<file path="config.mk">
export PLATFORM = sky130hd
export DESIGN_NAME = axi_default_slave
export DESIGN_NICKNAME = d
export VERILOG_FILES = /design/src/rtl/axi_default_slave_pkg.sv /design/src/rtl/axi_default_slave_rd.sv /design/src/rtl/axi_default_slave.sv
export SDC_FILE = /design/constraint.sdc
export NUM_CORES = 1
export LEC_CHECK = 0
export CORE_UTILIZATION = 29
export DETAILED_ROUTE_END_ITERATION = 8
export PLACE_DENSITY = 0.91
export SLEW_MARGIN = 20
export SYNTH_ARGS = -nofsm -noshare
export SYNTH_HDL_FRONTEND = slang
export SYNTH_SLANG_ARGS = --single-unit
</file>
<file path="constraint.sdc">
create_clock -name ACLK -period 2.8 [get_ports ACLK]
set_clock_uncertainty 0.2 [all_clocks]
set_input_delay 0.56 -clock ACLK [delete_from_list [all_inputs] [get_ports ACLK]]
set_output_delay 0.56 -clock ACLK [all_outputs]
set_load 0.02 [all_outputs]
</file>
<file path="src/rtl/axi_default_slave_pkg.sv">
// Shared AXI definitions for the default slave: response codes, width defaults
// and the write/read channel FSM state encodings.
package axi_default_slave_pkg;

  localparam int DEF_ID_WIDTH   = 8;
  localparam int DEF_ADDR_WIDTH = 32;
  localparam int DEF_DATA_WIDTH = 32;
  localparam int DEF_LEN_WIDTH  = 4;

  localparam logic [1:0] RESP_OKAY   = 2'b00;
  localparam logic [1:0] RESP_EXOKAY = 2'b01;
  localparam logic [1:0] RESP_SLVERR = 2'b10;
  localparam logic [1:0] RESP_DECERR = 2'b11;

  typedef enum logic [1:0] {
    W_IDLE = 2'd0,
    W_DATA = 2'd1,
    W_RESP = 2'd2
  } wr_state_e;

  typedef enum logic {
    R_IDLE = 1'b0,
    R_DATA = 1'b1
  } rd_state_e;

endpackage

</file>
<file path="src/rtl/axi_default_slave_rd.sv">
// Read-channel responder for the default slave: accepts one AR at a time and
// returns ARLEN+1 DECERR beats, holding each beat stable until RREADY.
module axi_default_slave_rd
  import axi_default_slave_pkg::*;
#(
  parameter int ID_WIDTH  = DEF_ID_WIDTH,
  parameter int LEN_WIDTH = DEF_LEN_WIDTH
) (
  input  logic                 aclk,
  input  logic                 aresetn,
  input  logic [ID_WIDTH-1:0]  arid,
  input  logic [LEN_WIDTH-1:0] arlen,
  input  logic                 arvalid,
  output logic                 arready,
  output logic [ID_WIDTH-1:0]  rid,
  output logic [1:0]           rresp,
  output logic                 rlast,
  output logic                 rvalid,
  input  logic                 rready
);

  rd_state_e            state_q, state_d;
  logic                 arready_q, arready_d;
  logic                 rvalid_q, rvalid_d;
  logic                 rlast_q, rlast_d;
  logic [1:0]           rresp_q, rresp_d;
  logic [ID_WIDTH-1:0]  rid_q, rid_d;
  logic [LEN_WIDTH-1:0] cnt_q, cnt_d;

  always_comb begin
    state_d   = state_q;
    arready_d = arready_q;
    rvalid_d  = rvalid_q;
    rlast_d   = rlast_q;
    rresp_d   = rresp_q;
    rid_d     = rid_q;
    cnt_d     = cnt_q;
    case (state_q)
      R_IDLE: begin
        arready_d = 1'b1;
        if (arvalid && arready_q) begin
          state_d   = R_DATA;
          arready_d = 1'b0;
          rvalid_d  = 1'b1;
          rresp_d   = RESP_DECERR;
          rid_d     = arid;
          cnt_d     = arlen;
          rlast_d   = (arlen == '0);
        end
      end
      R_DATA: begin
        if (rready && rvalid_q) begin
          if (rlast_q) begin
            state_d   = R_IDLE;
            arready_d = 1'b1;
            rvalid_d  = 1'b0;
            rlast_d   = 1'b0;
            rresp_d   = RESP_OKAY;
          end else begin
            // rlast is precomputed so the counter stops at zero and never wraps
            cnt_d   = cnt_q - LEN_WIDTH'(1);
            rlast_d = (cnt_q == LEN_WIDTH'(1));
          end
        end
      end
      default: state_d = R_IDLE;
    endcase
  end

  always_ff @(posedge aclk) begin
    if (!aresetn) begin
      state_q   <= R_IDLE;
      arready_q <= 1'b0;
      rvalid_q  <= 1'b0;
      rlast_q   <= 1'b0;
      rresp_q   <= RESP_OKAY;
      rid_q     <= '0;
      cnt_q     <= '0;
    end else begin
      state_q   <= state_d;
      arready_q <= arready_d;
      rvalid_q  <= rvalid_d;
      rlast_q   <= rlast_d;
      rresp_q   <= rresp_d;
      rid_q     <= rid_d;
      cnt_q     <= cnt_d;
    end
  end

  assign arready = arready_q;
  assign rvalid  = rvalid_q;
  assign rlast   = rlast_q;
  assign rresp   = rresp_q;
  assign rid     = rid_q;

endmodule

</file>
<file path="src/rtl/axi_default_slave.sv">
// AXI4 default slave: completes every burst to an unmapped address with DECERR.
// Define AXI_DEFSLV_ERRLOG_EN to add the err_addr/err_cnt/err_irq error log.
module axi_default_slave
  import axi_default_slave_pkg::*;
#(
  parameter int ID_WIDTH   = DEF_ID_WIDTH,
  parameter int ADDR_WIDTH = DEF_ADDR_WIDTH,
  parameter int DATA_WIDTH = DEF_DATA_WIDTH,
  parameter int LEN_WIDTH  = DEF_LEN_WIDTH
) (
  input  logic                    ACLK,
  input  logic                    ARESETn,
  input  logic [ID_WIDTH-1:0]     AWID,
  input  logic [ADDR_WIDTH-1:0]   AWADDR,
  input  logic [LEN_WIDTH-1:0]    AWLEN,
  input  logic                    AWVALID,
  output logic                    AWREADY,
  input  logic [DATA_WIDTH-1:0]   WDATA,
  input  logic [DATA_WIDTH/8-1:0] WSTRB,
  input  logic                    WLAST,
  input  logic                    WVALID,
  output logic                    WREADY,
  output logic [ID_WIDTH-1:0]     BID,
  output logic [1:0]              BRESP,
  output logic                    BVALID,
  input  logic                    BREADY,
  input  logic [ID_WIDTH-1:0]     ARID,
  input  logic [ADDR_WIDTH-1:0]   ARADDR,
  input  logic [LEN_WIDTH-1:0]    ARLEN,
  input  logic                    ARVALID,
  output logic                    ARREADY,
  output logic [ID_WIDTH-1:0]     RID,
  output logic [DATA_WIDTH-1:0]   RDATA,
  output logic [1:0]              RRESP,
  output logic                    RLAST,
  output logic                    RVALID,
  input  logic                    RREADY
`ifdef AXI_DEFSLV_ERRLOG_EN
  ,
  output logic [ADDR_WIDTH-1:0]   err_addr,
  output logic [15:0]             err_cnt,
  output logic                    err_irq
`endif
);

  wr_state_e           wr_state_q, wr_state_d;
  logic                awready_q, awready_d;
  logic                wready_q, wready_d;
  logic                bvalid_q, bvalid_d;
  logic [1:0]          bresp_q, bresp_d;
  logic [ID_WIDTH-1:0] bid_q, bid_d;
  logic                aw_hs, ar_hs;

  assign aw_hs = AWVALID && awready_q;
  assign ar_hs = ARVALID && ARREADY;

  // Write data is drained and dropped; only WLAST decides when the burst ends.
  always_comb begin
    wr_state_d = wr_state_q;
    awready_d  = awready_q;
    wready_d   = wready_q;
    bvalid_d   = bvalid_q;
    bresp_d    = bresp_q;
    bid_d      = bid_q;
    case (wr_state_q)
      W_IDLE: begin
        awready_d = 1'b1;
        if (aw_hs) begin
          wr_state_d = W_DATA;
          awready_d  = 1'b0;
          wready_d   = 1'b1;
          bid_d      = AWID;
        end
      end
      W_DATA: begin
        if (WVALID && wready_q && WLAST) begin
          wr_state_d = W_RESP;
          wready_d   = 1'b0;
          bvalid_d   = 1'b1;
          bresp_d    = RESP_DECERR;
        end
      end
      W_RESP: begin
        if (BREADY && bvalid_q) begin
          wr_state_d = W_IDLE;
          awready_d  = 1'b1;
          bvalid_d   = 1'b0;
          bresp_d    = RESP_OKAY;
        end
      end
      default: wr_state_d = W_IDLE;
    endcase
  end

  always_ff @(posedge ACLK) begin
    if (!ARESETn) begin
      wr_state_q <= W_IDLE;
      awready_q  <= 1'b0;
      wready_q   <= 1'b0;
      bvalid_q   <= 1'b0;
      bresp_q    <= RESP_OKAY;
      bid_q      <= '0;
    end else begin
      wr_state_q <= wr_state_d;
      awready_q  <= awready_d;
      wready_q   <= wready_d;
      bvalid_q   <= bvalid_d;
      bresp_q    <= bresp_d;
      bid_q      <= bid_d;
    end
  end

  assign AWREADY = awready_q;
  assign WREADY  = wready_q;
  assign BVALID  = bvalid_q;
  assign BRESP   = bresp_q;
  assign BID     = bid_q;

  axi_default_slave_rd #(
    .ID_WIDTH  (ID_WIDTH),
    .LEN_WIDTH (LEN_WIDTH)
  ) u_rd (
    .aclk    (ACLK),
    .aresetn (ARESETn),
    .arid    (ARID),
    .arlen   (ARLEN),
    .arvalid (ARVALID),
    .arready (ARREADY),
    .rid     (RID),
    .rresp   (RRESP),
    .rlast   (RLAST),
    .rvalid  (RVALID),
    .rready  (RREADY)
  );

  assign RDATA = '0;

  logic unused_inputs;
  assign unused_inputs = ^{WDATA, WSTRB, AWLEN};

`ifdef AXI_DEFSLV_ERRLOG_EN
  logic [ADDR_WIDTH-1:0] err_addr_q, err_addr_d;
  logic [15:0]           err_cnt_q, err_cnt_d;
  logic                  err_irq_q, err_irq_d;
  logic [16:0]           err_sum;

  // AR address takes priority when both channels handshake together.
  always_comb begin
    err_addr_d = err_addr_q;
    if (ar_hs) begin
      err_addr_d = ARADDR;
    end else if (aw_hs) begin
      err_addr_d = AWADDR;
    end
    err_sum   = {1'b0, err_cnt_q} + 17'(aw_hs) + 17'(ar_hs);
    err_cnt_d = err_sum[16] ? 16'hFFFF : err_sum[15:0];
    err_irq_d = aw_hs || ar_hs;
  end

  always_ff @(posedge ACLK) begin
    if (!ARESETn) begin
      err_addr_q <= '0;
      err_cnt_q  <= '0;
      err_irq_q  <= 1'b0;
    end else begin
      err_addr_q <= err_addr_d;
      err_cnt_q  <= err_cnt_d;
      err_irq_q  <= err_irq_d;
    end
  end

  assign err_addr = err_addr_q;
  assign err_cnt  = err_cnt_q;
  assign err_irq  = err_irq_q;
`else
  logic unused_addr;
  assign unused_addr = ^{AWADDR, ARADDR};
`endif

endmodule

</file>
==> impl_metrics.py <==
metrics = {
    "synth": {
        "synth_seq_area_share": 0.3617,
        "synth_top_area_cell": "dfxtp_1",
        "ys_types": 42,
        "synthArstFlopShare": 0,
        "yosys_warnings": 0,
        "ys.flop_type": "dfxtp_1",
        "synth.area.top_cells": "dfxtp_1 (36%), buf_4 (17%), nand2_1 (9.1%)",
        "avgSynthCellArea_um2": 8.631,
        "synth_enable_flop_cells": 0,
        "synthesis.area_um2": 1605,
        "syn_inst": 186,
        "ys_ff_latch": 29,
        "yosysTopAreaCellShare": 0.3617,
    },
    "cts": {
        "ctsRootBufferMaster": "clkbuf_8",
        "clkTransAtPathRegs_ns": 0.06,
        "cts_tree": "yes",
        "cts.sinks": 29,
        "htreeDepth": 2,
        "cts_max_path_buffers": 2,
        "ctsResizeCount": 0,
        "post_cts_buffers": 0,
        "cts_inserted_buffers": 5,
        "clk_latency_ns": 0.28,
        "cts_hold_repair.buffers": 0,
    },
    "global_route": {
        "grt_max_degree": 14,
        "antenna_found_initial": 0,
        "grt-ovfl-total": 0,
        "grt_pass1_wl_mm": 5.554,
        "grt_use_total": 0.1230,
        "grt_pass1_vias": 1233,
    },
    "sta": {
        "finalSetupViolCount": 0,
        "final_max_slew_viol_count": 0,
        "post-route-period-util": 0.7839,
        "fmax_mhz": 455.6,
        "period_minus_slack_ns": 2.195,
        "fin_ws_ns": 0.6051,
        "hold_viol_final": 0,
        "rsz0062_at_grt": "false",
        "final.setup.tns_ns": 0,
    },
    "critical_path": {
        "cp_slowest_cell": "clkdlybuf4s50_1",
        "worstPathRequired_ns": 2.04,
        "critPathMaxFanout": 8,
        "critPathTopFamily": "buffers and inverters",
        "path_buf_inv": 1,
        "critPathCaptureType": "primary output",
        "start_kind": "flip-flop",
        "cp_cell_sequence": "clkdlybuf4s50_1",
        "crit_type": "flip-flop to primary output",
        "crit_path_max_incr_delay_ns": 0.67,
        "crit_arrival_ns": 1.43,
    },
    "final_layout": {
        "fin_nets": 371,
        "nFillCells": 541,
        "regArea_um2": 580.6,
        "drive_gt1_frac": 0.05907,
        "area_growth_pct": 32.89,
        "diodes": 0,
        "fin_area_um2": 2133,
        "multiInputGateArea_um2": 792.0,
    },
    "job": {
        "max-cap-violations": 0,
    },
    "floorplan": {
        "die_y_um": 76.40,
        "fp-row-count": 26,
        "die_w_um": 76.40,
        "boundaryPins": 190,
        "initial_utilization": 0.3084,
        "core_um2": 5205,
        "die-area_um2": 5837,
    },
    "power_and_ir_drop": {
        "power_density_nw_per_um2": 492.7,
        "worst_ir_drop_vdd_mv": 0.3029,
        "p_leak_nw": 0.8467,
        "p_total_w": 0.001051,
    },
    "routing": {
        "drt_pass1_iterations": 4,
        "drtIter0Drc": 62,
        "via_count": 1361,
        "via_per_inst": 4.433,
        "ant_nets": 0,
        "wl_per_cell_um": 11.12,
        "finalWirelength_mm": 3.415,
        "drc": 0,
    },
    "place": {
        "post-place-ws_ns": 0.6047,
        "port_buffers": 53,
        "routabilityCongestion": 0.7940,
        "dp_hpwl_mm": 2.595,
        "placed_area_um2": 2047,
    },
    "min_path": {
        "worstHoldPathType": "flip-flop to flip-flop",
    },
    "run_status": {
        "status": "complete, no violations",
    },
}
==> power breakdown <==
part / internal, W / switching, W / total, W / leakage [nW]
Sequential: 0.000439 / 0.0000252 / 0.000464 / 0.237
Clock: 0.000194 / 0.000152 / 0.000346 / 0.0443
Combinational: 0.000112 / 0.000130 / 0.000241 / 0.565
==> metrics by stage <==
step	util	hold slack, ns	std cells
final	0.4099	0.2502	307
after global routing	0.4099	0.2751	307
after CTS	0.4099	0.2539	307
after detailed placement	0.3933	0.2478	300
after global placement	0.3933	0.2404	300
after floorplan	-	0.2474	217
==> cells in the final DEF (no fill, tap or decap), drive strengths merged, types with 2 or more instances in the layout <==
master         Yosys  routed
clkdlybuf4s50      0      53
a21boi            20      20
o22ai              2       2
nor3               2       2
a21oi              3       3
nand2             39      39
buf               42       5
conb               1      32
nor2b              3       3
dfxtp             29      29
nand3              5       5
o21ai              3       3
ha                 2       2
inv                5       5
clkbuf             3       7
nand2b             2       2
o211a              3       3
==> synth_stat cells (2+ instances only) <==
cell       n
a21boi_0   4
o22ai_1    2
dfxtp_1   29
a21oi_1    3
buf_2      3
inv_1      5
ha_1       2
nor2b_1    3
o211a_1    3
nand2_1   39
nand3_1    5
clkbuf_1   3
buf_6      3
a21boi_1  16
nor3_1     2
nand2b_1   2
o21ai_0    2
buf_4     36
==> state kept, by name (all words and copies together) (netlist names) <==
name and flops:
BID 8, u_rd.rid 8, u_rd.cnt_q 4, wr_state_q 2
AWREADY 1, BRESP 1, WREADY 1, u_rd.arready 1
u_rd.rlast 1, u_rd.rresp 1, u_rd.state_q 1
==> layout make-up <==
class	count	share of cell area
multi-input cells	138	0.3713
flip-flops and latches	29	0.2721
repair buffers	58	0.2663
well taps	70	0.04106
clock buffers	7	0.04047
inverters	5	0.008798
==> per-layer routing <==
layer | share of wire | vias up | GRT usage
li1 | - | 665 | -
met1 | 0.40 | 614 | 0.1272
met2 | 0.47 | 75 | 0.2045
met3 | 0.11 | 7 | 0.05988
met4 | 0.020 | 0 | 0.06538
met5 | 0 | - | 0
==> cell families (layout without fill, tap and decap cells) <==
| kind of cell | count (synthesis) | count (layout) | synth area share |
|---|---|---|---|
| simple gates | 63 | 63 | 0.2019 |
| flops | 29 | 29 | 0.3617 |
| compound gates | 41 | 41 | 0.2011 |
| fa+ha+maj | 2 | 2 | 0.01559 |
| other cells | 1 | 32 | 0.002336 |
| buf+inv | 50 | 70 | 0.2175 |
==> final timing paths <==
check / start / endpoint / slack (ns) / cells after the start
setup / recovery: u_rd.rresp[0] / RRESP[0] / 0.61 / 1
hold / removal: u_rd.rid[0] / u_rd.rid[0] / 0.25 / 2
setup reg to reg: u_rd.state_q / u_rd.cnt_q[2] / 1.12 / 3
hold reg to reg: u_rd.rid[0] / u_rd.rid[0] / 0.25 / 2
No activity file was read; power rests on OpenSTA's default activity.
==> RTL edit 1: new RTL, same flow settings <==
The 3 states of `wr_state_e` get a one-hot encoding in 3 bits.
--- a/src/rtl/axi_default_slave_pkg.sv
+++ b/src/rtl/axi_default_slave_pkg.sv
@@ -12,10 +12,10 @@
   localparam logic [1:0] RESP_SLVERR = 2'b10;
   localparam logic [1:0] RESP_DECERR = 2'b11;
 
-  typedef enum logic [1:0] {
-    W_IDLE = 2'd0,
-    W_DATA = 2'd1,
-    W_RESP = 2'd2
+  typedef enum logic [2:0] {
+    W_IDLE = 3'b001,
+    W_DATA = 3'b010,
+    W_RESP = 3'b100
   } wr_state_e;
 
   typedef enum logic {
Check against the original RTL: same outputs for any inputs over 10 cycles, from zero or initial values and one cycle with ARESETn low; not proved beyond that.
==> RTL edit 1 against the original RTL <==
Sequential cell count increased by 1. Sequential share of layout area increased by 1.4 points. Register-to-register slack got worse by 0.13 ns. Total power increased by 7.1%. First-iteration DRC count decreased by 63%. Global-route usage increased by 0.080 points. Setup slack improved by 0.051 ns. Area after synthesis decreased by 4.3%. Cell area decreased by 1.6%. Final cell count unchanged. Wire length decreased by 8.6%. Fmax increased by 2.4%. Highest routed layer unchanged.
==> RTL edit 1: results (changes against the original RTL) <==
yosys_warnings: 0  # unchanged
min_path_type: "reg -> reg"
numPortBuffers: 53  # unchanged
nFillCells: 501  # -7.4%
netlist_top_cells_count: "buf_4, dfxtp_1, nand2_1, nor2_1, a21oi_1"
synthMuxAreaShare_pct: 6.51  # +6.5 points
irDropWorstVdd_uv: 588  # +94%
synthTopCellsByArea: "dfxtp_1, buf_4, mux2i_1, nand2_1, a21oi_1"
hold_path_startpoint: "u_rd.rid[3]"
cts_root_buf: "clkbuf_8"
track_usage_pct: 12.4  # +0.080 points
synth-compound-area-share_pct: 10.8  # -9.3 points
synth_fa_ha_area_share_pct: 1.63  # +0.070 points
hold_depth: 2  # unchanged
synth_xor_area_share_pct: 0  # unchanged
cts_resized: 0  # unchanged
reg2reg_slack_ns: 0.99  # -0.13 ns
drive_above_1_share_pct: 5.49  # -0.42 points
use_met3_pct: 2.95  # -3.0 points
async_reset_ff_share_pct: 0  # unchanged
crit_fanout: 7  # -1
status: "completed"
post-route-period-util_pct: 76.6  # -1.8 points
synth.distinct_cells: 32  # -24%
vias: 1331  # -2.2%
hold_ws_ns: 0.257  # +0.00666 ns
post-dp-hpwl_um: 2370  # -8.6%
grt_antenna_before_repair: 0  # unchanged
r2r-end: "u_rd.cnt_q[2]"
slowest_delay_ns: 0.66
use_met1_pct: 15.8  # +3.1 points
placed_area_sq_mm: 0.00199  # -2.8%
grt_pass1_wl_um: 5230  # -5.8%
grt_pass1_vias: 1189  # -3.6%
grt_use_met2_pct: 19.6  # -0.83 points
crit_family: "buffers and inverters"
fin_nets: 370  # -0.27%
synthCells: 184  # -1.1%
min_to: "u_rd.rid[3]"
diodes: 0  # unchanged
leakagePower_nw: 0.819  # -3.3%
gp_congestion: 0.880  # +11%
reg2reg_depth: 5  # +2
grt_max_degree: 16  # +2
cp_slowest_cell: "clkdlybuf4s50_1"
post-place-ws_ns: 0.557  # -0.0475 ns
drt-total-wl_um: 3120  # -8.6%
dp_cells: 299  # -0.33%
synth_seq_area_share_pct: 39.1  # +2.9 points
drt_iter0_drc: 23  # -63%
worstPathArrival_ns: 1.38  # -0.05 ns
post_cts_buffers: 0  # unchanged
instances_no_fill: 307  # unchanged
-- RTL edit 1: metal layers --
metal / wire [um] / vias to the layer above
li1: - / 652
met1: 1430 / 603
met2: 1420 / 71
met3: 217 / 5
met4: 59 / 0
met5: 0 / -
-- RTL edit 1: through the flow --
step	utilization [%]	power, mW
final	41.1	1.13
after floorplan	-	0.656
after CTS	41.1	1.14
after global routing	41.1	1.18
after global placement	39.0	0.713
after detailed placement	39.0	0.718
-- RTL edit 1: kinds of logic (layout without fill, tap and decap cells) --
group                      count (synthesis)  after routing
AOI/OAI and AO/OA                         29             29
adders and majority gates                  2              2
buffers and inverters                     50             72
other                                      1             32
and+or+nand+nor                           62             62
DFF                                       30             30
muxes                                     10             10
-- RTL edit 1: layout make-up --
cell class | count | share of cell area, %
Sequential cell | 30 | 28.6
Tap cell | 70 | 4.17
Multi-Input combinational cell | 135 | 34.2
Timing Repair Buffer | 56 | 26.4
Clock inverter | 3 | 1.91
Clock buffer | 5 | 3.28
Inverter | 8 | 1.43
-- RTL edit 1: worst max path at each step --
stage	from	cells past startpoint	to
2_1_floorplan	RREADY	3	u_rd.cnt_q[0]
3_3_place_gp	ARESETn	4	u_rd.cnt_q[1]
3_5_place_dp	ARESETn	4	u_rd.rlast
4_1_cts	u_rd.rresp[0]	1	RRESP[1]
5_1_grt	u_rd.rlast	1	RLAST
6_report	u_rd.rresp[0]	1	RRESP[1]
-- RTL edit 1: where the power goes --
part | switching, mW | total, mW | internal (mW) | leakage, nW
clock | 0.155 | 0.416 | 0.261 | 0.0579
sequential | 0.0242 | 0.477 | 0.453 | 0.245
combinational | 0.127 | 0.232 | 0.105 | 0.515
total | 0.306 | 1.13 | 0.819 | 0.819
==> RTL edit 2: new RTL, same settings <==
Made on the original files. Set the package constant `DEF_ID_WIDTH` to 7 (it was 8).
--- a/src/rtl/axi_default_slave_pkg.sv
+++ b/src/rtl/axi_default_slave_pkg.sv
@@ -2,7 +2,7 @@
 // and the write/read channel FSM state encodings.
 package axi_default_slave_pkg;
 
-  localparam int DEF_ID_WIDTH   = 8;
+  localparam int DEF_ID_WIDTH   = 7;
   localparam int DEF_ADDR_WIDTH = 32;
   localparam int DEF_DATA_WIDTH = 32;
   localparam int DEF_LEN_WIDTH  = 4;
Interface: changed (resized ARID, AWID, BID and RID); port bits go from 190 to 186. The function was not compared with the original's and may differ.
==> RTL edit 2 against the original RTL <==
Total power shrank 16%. Sequential power shrank 6.9%. Utilization shrank 0.96 points. Setup slack gained 0.0035 ns. Critical path depth is the same. Area after synthesis shrank 6.5%. Sequential share of layout area grew 0.64 points. Sequential cell count shrank 2. Wire length shrank 8.4%. Hold slack gained 0.018 ns. Combinational power shrank 6%. Final cell count shrank 9.8%. Cell area shrank 9.0%. Critical path type unchanged. Critical endpoint unchanged. Largest cell class unchanged. Highest routed layer unchanged.
==> RTL edit 2: results (changes against the original RTL) <==
status: "completed"
dp_cells: 273  # -9.0%
drt-total-wl_um: 3130  # -8.4%
gp_congestion: 0.795  # +0.10%
grt_pass1_vias: 1067  # -13%
grt_use_met2_pct: 21.0  # +0.56 points
instances_no_fill: 277  # -9.8%
synth_seq_area_share_pct: 36.0  # -0.14 points
post-dp-hpwl_um: 2420  # -6.7%
crit_family: "buffers and inverters"
clk_pin_slew_worst_paths_ns: 0.09  # +0.03 ns
grt_pass1_wl_um: 4770  # -14%
placed_area_sq_mm: 0.00189  # -7.5%
grt_antenna_before_repair: 0  # unchanged
grt_max_degree: 19  # +5
numCtsBuffers: 3  # -2
netlist_top_cells_count: "buf_4, dfxtp_1, nand2_1, a21boi_0, nor2b_1"
use_met3_pct: 3.98  # -2.0 points
nFillCells: 508  # -6.1%
vias: 1219  # -10%
synthCells: 167  # -10%
synth-compound-area-share_pct: 17.2  # -2.9 points
leakagePower_nw: 0.796  # -5.9%
drt_iter0_drc: 21  # -66%
wl_met1_um: 1320  # -3.9%
drtPass1Iterations: 4  # unchanged
post_cts_buffers: 0  # unchanged
worstPathArrival_ns: 1.43  # about the same
numPortBuffers: 49  # -7.5%
synth.distinct_cells: 39  # -7.1%
gr-total-overflow: 0  # unchanged
drive_above_1_share_pct: 3.81  # -2.1 points
track_usage_pct: 11.4  # -0.92 points
synth_xor_area_share_pct: 0  # unchanged
use_met1_pct: 12.6  # -0.083 points
synth_fa_ha_area_share_pct: 1.67  # +0.11 points
synthTopCellsByArea: "dfxtp_1, buf_4, a21boi_0, mux2i_1, nand2_1"
post-place-ws_ns: 0.497  # -0.108 ns
crit_fanout: 9  # +1
fin_nets: 343  # -7.5%
cts.path.max_buffers: 2  # unchanged
wl_met3_um: 247  # -35%
wl_met2_um: 1550  # -2.7%
synthMuxAreaShare_pct: 4.67  # +4.7 points
htreeDepth: 1  # -1
irDropWorstVdd_uv: 261  # -14%
slowest_delay_ns: 0.67  # about the same
## RTL edit 2: report_power, final
part	leakage, nW	switching [mW]	internal, mW
combinational	0.550	0.121	0.106
sequential	0.221	0.0234	0.408
clock	0.0255	0.121	0.0997
## RTL edit 2: final timing paths
kind	start	end	slack (ns)	cells after the start
setup / recovery	u_rd.rresp[0]	RRESP[0]	0.61	1
hold / removal	u_rd.rid[1]	u_rd.rid[1]	0.27	2
setup reg to reg	u_rd.state_q	u_rd.rlast	1.00	3
hold reg to reg	u_rd.rid[1]	u_rd.rid[1]	0.27	2
## RTL edit 2: final cells by class
class / instances / area, sq um / share of cell area, %
tap: 67 / 83.8 / 4.32
sequential: 27 / 541 / 27.9
clock inverter: 1 / 5.00 / 0.258
multi-input combinational: 122 / 738 / 38.0
clock buffer: 3 / 41.3 / 2.13
timing repair buffer: 52 / 513 / 26.4
inverter: 5 / 18.8 / 0.967
